[src/rtl/kcpsm6_irq_arbiter.sv]
// kcpsm6_irq_arbiter
//   Shares the single KCPSM6 interrupt line among up to 8 event sources.
//   The rising edge of each source is latched as pending. Enabled pending
//   sources are granted round-robin. Further interrupts are held off until
//   firmware writes EOI, and a watchdog recovers when an EOI never arrives.
// Ports:
//   clk, reset        system clock, synchronous active-high reset
//   irq_src           event inputs (level or pulse), edge-detected
//   port_id/out_port  KCPSM6 I/O address and write data
//   write_strobe      OUTPUT strobe
//   k_write_strobe    OUTPUTK strobe
//   interrupt_ack     KCPSM6 interrupt acknowledge
//   interrupt         interrupt request to KCPSM6
//   irq_rdata         registered read data (ID / PEND / MASK)
//   irq_rsel          combinational: port_id selects one of the readable ports
module kcpsm6_irq_arbiter #(
  parameter int unsigned NUM_SRC     = 4,
  parameter logic [7:0]  PA_IRQ_ID   = 8'h20,
  parameter logic [7:0]  PA_IRQ_PEND = 8'h21,
  parameter logic [7:0]  PA_IRQ_MASK = 8'h22,
  parameter logic [7:0]  PA_IRQ_EOI  = 8'h23,
  parameter logic [7:0]  MASK_RST    = 8'hFF,
  parameter int unsigned TIMEOUT     = 2000000
) (
  input  logic               clk,
  input  logic               reset,
  input  logic [NUM_SRC-1:0] irq_src,
  input  logic [7:0]         port_id,
  input  logic [7:0]         out_port,
  input  logic               write_strobe,
  input  logic               k_write_strobe,
  input  logic               interrupt_ack,
  output logic               interrupt,
  output logic [7:0]         irq_rdata,
  output logic               irq_rsel
);

  localparam int unsigned WD_W = (TIMEOUT > 2) ? $clog2(TIMEOUT) : 1;
  localparam logic [WD_W-1:0] WD_LAST = WD_W'(TIMEOUT - 1);
  // Mask is held 8 bits wide, with the bits above NUM_SRC forced to zero,
  // so that readback is already zero-extended.
  localparam logic [7:0] VALID = 8'((9'd1 << NUM_SRC) - 9'd1);

  typedef enum logic [1:0] {S_IDLE, S_ASSERT, S_SERVICE} state_t;

  state_t             state_q, state_d;
  logic [NUM_SRC-1:0] src_q, pending_q, pending_d;
  logic [7:0]         mask_q, mask_d;
  logic [2:0]         rr_ptr_q, rr_ptr_d;
  logic [2:0]         active_q, active_d;
  logic               lost_q, lost_d;
  logic               tmo_q, tmo_d;
  logic               int_q, int_d;
  logic [WD_W-1:0]    wdog_q, wdog_d;
  logic [7:0]         rdata_q, rdata_d;

  logic               wr, eoi;
  logic [NUM_SRC-1:0] edge_v;
  logic [7:0]         elig;
  logic [7:0]         pend8;
  logic [3:0]         cand;
  logic               found;
  logic [2:0]         pick;
  logic               ack_clr;
  logic               tmo_set;

  always_comb begin
    wr     = write_strobe | k_write_strobe;
    eoi    = wr && (port_id == PA_IRQ_EOI);
    edge_v = irq_src & ~src_q;
    elig   = 8'(pending_q) & mask_q;

    // Round-robin search starting at rr_ptr, wrapping modulo NUM_SRC.
    found = 1'b0;
    pick  = '0;
    cand  = '0;
    for (int unsigned k = 0; k < NUM_SRC; k++) begin
      cand = {1'b0, rr_ptr_q} + 4'(k);
      if (cand >= 4'(NUM_SRC)) cand = cand - 4'(NUM_SRC);
      if (!found && elig[cand[2:0]]) begin
        found = 1'b1;
        pick  = cand[2:0];
      end
    end
  end

  always_comb begin
    state_d  = state_q;
    int_d    = int_q;
    active_d = active_q;
    rr_ptr_d = rr_ptr_q;
    wdog_d   = wdog_q;
    ack_clr  = 1'b0;
    tmo_set  = 1'b0;
    case (state_q)
      S_IDLE: begin
        if (found) begin
          active_d = pick;
          int_d    = 1'b1;
          state_d  = S_ASSERT;
        end
      end
      S_ASSERT: begin
        if (interrupt_ack) begin
          int_d    = 1'b0;
          ack_clr  = 1'b1;
          rr_ptr_d = (active_q == 3'(NUM_SRC - 1)) ? '0 : active_q + 3'd1;
          wdog_d   = '0;
          state_d  = S_SERVICE;
        end
      end
      S_SERVICE: begin
        if (eoi) begin
          state_d = S_IDLE;
        end else if (wdog_q == WD_LAST) begin
          tmo_set = 1'b1;
          state_d = S_IDLE;
        end else begin
          wdog_d = wdog_q + 1'b1;
        end
      end
      default: state_d = S_IDLE;
    endcase
  end

  always_comb begin
    // Clear the acknowledged bit first, then OR in new edges so a
    // same-cycle edge on that source is not lost.
    pend8 = 8'(pending_q);
    if (ack_clr) pend8[active_q] = 1'b0;
    pending_d = pend8[NUM_SRC-1:0] | edge_v;

    lost_d = lost_q;
    if (eoi) lost_d = 1'b0;
    if (|(edge_v & pending_q)) lost_d = 1'b1;

    tmo_d = tmo_q;
    if (eoi) tmo_d = 1'b0;
    if (tmo_set) tmo_d = 1'b1;

    mask_d = mask_q;
    if (wr && (port_id == PA_IRQ_MASK)) mask_d = out_port & VALID;

    irq_rsel = (port_id == PA_IRQ_ID) || (port_id == PA_IRQ_PEND) ||
               (port_id == PA_IRQ_MASK);

    rdata_d = rdata_q;
    if (port_id == PA_IRQ_ID)
      rdata_d = {(state_q != S_IDLE), lost_q, tmo_q, 2'b00, active_q};
    else if (port_id == PA_IRQ_PEND)
      rdata_d = 8'(pending_q);
    else if (port_id == PA_IRQ_MASK)
      rdata_d = mask_q;
  end

  always_ff @(posedge clk) begin
    if (reset) begin
      state_q   <= S_IDLE;
      src_q     <= '0;
      pending_q <= '0;
      mask_q    <= MASK_RST & VALID;
      rr_ptr_q  <= '0;
      active_q  <= '0;
      lost_q    <= 1'b0;
      tmo_q     <= 1'b0;
      int_q     <= 1'b0;
      wdog_q    <= '0;
      rdata_q   <= '0;
    end else begin
      state_q   <= state_d;
      src_q     <= irq_src;
      pending_q <= pending_d;
      mask_q    <= mask_d;
      rr_ptr_q  <= rr_ptr_d;
      active_q  <= active_d;
      lost_q    <= lost_d;
      tmo_q     <= tmo_d;
      int_q     <= int_d;
      wdog_q    <= wdog_d;
      rdata_q   <= rdata_d;
    end
  end

  assign interrupt = int_q;
  assign irq_rdata = rdata_q;

endmodule

[config.mk]
export PLATFORM = sky130hd
export DESIGN_NAME = kcpsm6_irq_arbiter
export DESIGN_NICKNAME = d
export VERILOG_FILES = /design/src/rtl/kcpsm6_irq_arbiter.sv
export SDC_FILE = /design/constraint.sdc
export NUM_CORES = 1
export LEC_CHECK = 0
export BUFFER_PORTS_ARGS = -buffer_cell sky130_fd_sc_hd__clkbuf_2
export CAP_MARGIN = 20
export CORE_MARGIN = 3
export CORE_UTILIZATION = 52
export CTS_CLUSTER_DIAMETER = 60
export DETAILED_ROUTE_END_ITERATION = 12
export PLACE_DENSITY = 0.79
export SLEW_MARGIN = 20
export SYNTH_ARGS = -nofsm -noshare
export SYNTH_HDL_FRONTEND = slang
export SYNTH_SLANG_ARGS = --single-unit
[constraint.sdc]
create_clock -name clk -period 2.2 [get_ports clk]
set_input_delay 0.44 -clock clk [delete_from_list [all_inputs] [get_ports clk]]
set_output_delay 0.44 -clock clk [all_outputs]
set_load 0.01 [all_outputs]
* Yosys cells after proc, flatten, opt, wreduce, memory -nomap -nowiden
Index checks and enable logic that the tools add are counted.
Storage, ports and cells: register bits 51, output and inout port bits 10, word-level logic and storage cells 125
Cells by class: add/subtract/negate cells 9, magnitude comparators 10, equality and inequality tests 13, multiplexer cells 47, bitwise gates (word level) 8, reduce and logical (&&, ||, !) cells 26
Operators by type and width (count):
- $mux 21 | 3
- $pmux 21 s2 | 1
- $eq 8x6->1 const B | 4
- $mux 3 | 9
- $mux 8 | 3
- $add 21x1->21 const B | 1
- $eq 21x21->1 const B | 1
- $lt 3x4->1 const B | 5
- $mux 1 | 19
- $and 4x4->4 | 4
- $bmux 1 s3 | 4
- $ge 4x3->1 const B | 3
- $reduce_bool 2->1 | 6
- $sub 3x3->3 const B | 4
- $add 3x2->4 const B | 2
- $mux 2 | 4
- $ne 2x2->1 const B | 4
- $not 4->4 | 2
- $logic_and 1x1->1 | 6
- $pmux 2 s3 | 1
- $reduce_and 3->1 | 2
- $add 3x1->4 const B | 1
- $mux 4 | 1
- $or 4x4->4 | 1
- 18 further kinds | 22

* Logic depth before layout (Yosys ltp)
word-level depth 16, mapped depth 9, mapped depth without buffers 7

* Worst setup path after synthesis
No wires, ideal clock.
kind register to register, start point register rr_ptr_q[1], end point register active_q[0], arrival time 2.181 ns, path slack -0.097 ns, stages on the path, launching flop included 9, path buffers 2, cell sequence dfxtp_1 clkbuf_1 inv_1 ha_1 clkbuf_1 mux4_2 a2111oi_0 o21ai_0 o211a_1
Between the ends: cells in the longest elaborated chain, start to end 15, elaborated cells on any way between the ends 38
RTL lines:
- start, declared | line 49 | logic [2:0] rr_ptr_q, rr_ptr_d;
- start signal, assigned | line 174 | rr_ptr_q <= rr_ptr_d;
- branches (longest 15 deep; another with $add 3x1->4)
- end signal, assigned | line 175 | active_q <= active_d;
- end, declared | line 50 | logic [2:0] active_q, active_d;
Several ways; the timed one is not identified. The select of a mux whose other input is x is not followed. A chain may end at the register's enable or synchronous reset.

* Final worst setup path
start point input port port_id[4], end point output port irq_rsel
Between the ends: cells in the longest elaborated chain, start to end 3, elaborated cells on any way between the ends 5
RTL lines:
- start, declared | line 28 | input logic [7:0] port_id,
- $eq 8x6->1 | line 144 | irq_rsel = (port_id == PA_IRQ_ID) || (port_id == PA_IRQ_PEND) ||
- $logic_or 1x1->1 | line 144
- $logic_or 1x1->1 (*) | line 144
- end, declared | line 35 | output logic irq_rsel
Every way passes the cells marked *; elsewhere a longest branch is shown, timed or not.

==> metrics.yaml <==
dieArea_sq_um: 6480
finalWirelength_um: 6450
slew_violations: 0
rsz0062_at_grt: "no"
fillCellCount: 433
period_needed_ns: 2.12
fp.dieW_um: 80.5
synth-edff-count: 0
globalplace.congestion: 0.841
yosys.area.top_type_share_pct: 35.4
ys_ff_latch: 51
hold_viol: 0
rows: 26
synth_area_leaders: "dfxtp_1 (35%), nand2_1 (6.1%), mux2i_1 (4.9%), a21oi_1 (4.3%), a2111o_1 (4.3%)"
max_stage_delay_ns: 0.56
cp_slowest_cell: "or4b_4"
grt_pass1_vias: 2340
max_cap_viol_count: 0
crit_arrival_ns: 1.68
die_h_um: 80.5
clock_sinks: 51
synth_common_cells: "dfxtp_1 (51), nand2_1 (47), a21oi_1 (25)"
power_density_nw_per_um2: 638
vias: 2659
worstPathCellList: "clkbuf_2 > or4b_4 > buf_6 > nor3b_4 > nor2_1 > inv_1 > clkbuf_2"
wl_met1_um: 3110
ios: 35
finalCritPeriodShare_pct: 96.5
cp_common_cell: "clkbuf_2"
yosysSeqAreaShare_pct: 35.4
synth_top_cell_by_area: "dfxtp_1"
drt_pass1_iterations: 4
ant_nets: 0
ys.flop_type: "dfxtp_1"
wl_per_cell_um: 14.3
max-slew-margin-rel_pct: 52.5
drive_gt1_share_pct: 20.0
fin_hold_ws_ns: 0.338
synthCells: 344
clk_latency_ns: 0.31
vdd_drop_max_mv: 0.549
syn2layout_area_growth_pct: 15.3
synth_area_sq_um: 2890
async_reset_ff_share_pct: 0
h-tree-depth: 2
portBuffers: 29
cp_max_fo: 5
worst-path-buf-inv: 4
finalNetCount: 408
num_antenna_cells: 0
antenna_found_initial: 0
cts_tree: "done"
tightest_slew_ns: 0.713
status: "finished clean"
vias_per_cell: 5.91
ctsRootBufferMaster: "clkbuf_8"
startpoint_type: "primary input"
grt_pass1_wl_um: 10800
drc: 0
register_area_sq_um: 1020
drtIter0Drc: 180
critPathKind: "primary input to output pin"
finalSetupViolCount: 0
yosysWarningCount: 0
max_freq_mhz: 471
ys_types: 56
wl_met2_um: 2920
grt.total_usage_pct: 20.9
hold_buffers: 0
yosysMostFrequentCell: "dfxtp_1"
syn_nets: 373
cts_buffers: 5
endpoint_kind: "output pin"
finClkSkew_ns: 0.00960
grt_max_degree: 37
core-area_sq_um: 5240
p_total_mw: 2.12
avgSynthCellArea_sq_um: 8.39
cts_buffer_depth: 2
overflow: 0
wl_met3_um: 353
highest_layer: "met4"
p_leak_nw: 1.26
multi_input_area_sq_um: 1720
min_path_type: "primary input to flop"
dp_hpwl_um: 4670
start_util_pct: 55.1
worstPathRequired_ns: 1.76
crit_family: "simple AND/OR/NAND/NOR gates"
clk_pin_slew_ns: 0.09
cts_setup_buffers: 0
-- where the power goes --
part           internal (mW)  switching (mW)  leakage, nW
combinational          0.182           0.241        0.779
sequential             0.963          0.0525        0.415
clock                  0.368           0.317       0.0612
-- timing repair --
item                                   4_1_cts  5_1_grt
setup endpoints to repair                    0        6
resized for setup                            0        8
endpoints found under the hold margin        0        0
-- cell type report --
cell class                 count  share of cell area, %
multi-input combinational    259                   51.7
sequential                    51                   30.7
timing repair buffer          51                   10.2
tap                           70                   2.63
clock buffer                   6                   2.48
inverter                      11                   1.24
clock inverter                 2                   1.05
-- flip-flops by register name, indices dropped and copies added, names as in the netlist --
name       flops
lost_q         1
src_q          4
mask_q         4
pending_q      4
interrupt      1
rr_ptr_q       3
state_q        2
irq_rdata      7
tmo_q          1
wdog_q        21
active_q       3
-- placed cells by master (no fill, tap or decap), types with 3 or more instances in the layout --
| master | netlist | final |
|---|---|---|
| a211oi_2 | 3 | 3 |
| nand4_1 | 4 | 4 |
| ha_1 | 4 | 3 |
| a21oi_1 | 25 | 25 |
| a31oi_1 | 4 | 4 |
| nor2_1 | 18 | 18 |
| nor3_1 | 4 | 4 |
| buf_4 | 1 | 19 |
| dfxtp_1 | 51 | 51 |
| clkbuf_2 | 0 | 29 |
| a2111oi_0 | 7 | 4 |
| nand3b_1 | 6 | 6 |
| mux2_4 | 3 | 3 |
| and2_1 | 3 | 3 |
| clkbuf_8 | 0 | 6 |
| o21ai_0 | 11 | 10 |
| nand2_1 | 47 | 47 |
| and3_1 | 7 | 7 |
| or4_1 | 4 | 4 |
| inv_1 | 11 | 11 |
| nor2b_1 | 8 | 8 |
| a2111oi_1 | 0 | 3 |
| o21ai_1 | 4 | 5 |
| nand2b_1 | 8 | 8 |
| mux2i_1 | 14 | 14 |
| a2111o_1 | 11 | 11 |
| o2111ai_1 | 7 | 7 |
| nand3_1 | 18 | 18 |
| a22oi_1 | 5 | 5 |
-- logic make-up (layout without fill, tap and decap cells) --
logic type      count (synthesis)  in the layout  share of synthesized area [%]
simple gates                  142            142                           25.9
compound gates                 93             93                           23.7
flops                          51             51                           35.4
buf+inv                        34             70                           5.72
mux                            18             18                           7.19
fa+ha+maj                       4              4                           1.73
other cells                     1              1                          0.130
xor+xnor                        1              1                          0.303
-- per-stage QoR --
step | util (%) | instances | setup WS (ns) | setup TNS [ns] | area (sq um)
after floorplan | - | 344 | 0.000304 | 0 | 2890
after global placement | 60.8 | 442 | -0.0779 | -0.379 | 3190
after detailed placement | 60.8 | 442 | -0.117 | -0.435 | 3190
after CTS | 63.1 | 450 | 0.0251 | 0 | 3300
after global routing | 63.6 | 450 | 0.00947 | 0 | 3330
final | 63.6 | 450 | 0.0768 | 0 | 3330
-- final timing paths --
| check | startpoint | endpoint | slack [ns] | cells past startpoint |
|---|---|---|---|---|
| max | port_id[4] | irq_rsel | 0.08 | 7 |
| min | interrupt_ack | state_q[0]$_SDFFE_PP0P_ | 0.34 | 2 |
| max reg2reg | wdog_q[0]$_SDFFE_PP0P_ | wdog_q[17]$_SDFFE_PP0P_ | 0.16 | 6 |
| min reg2reg | lost_q$_SDFFE_PP0P_ | irq_rdata[6]$_SDFFE_PP0P_ | 0.46 | 2 |
-- layer usage --
layer	up-vias	global-route usage, %
met2	66	32.9
li1	1347	-
met1	1238	29.3
met5	-	0
met4	0	5.57
met3	8	3.70
Power figures use the tool's default switching activity.
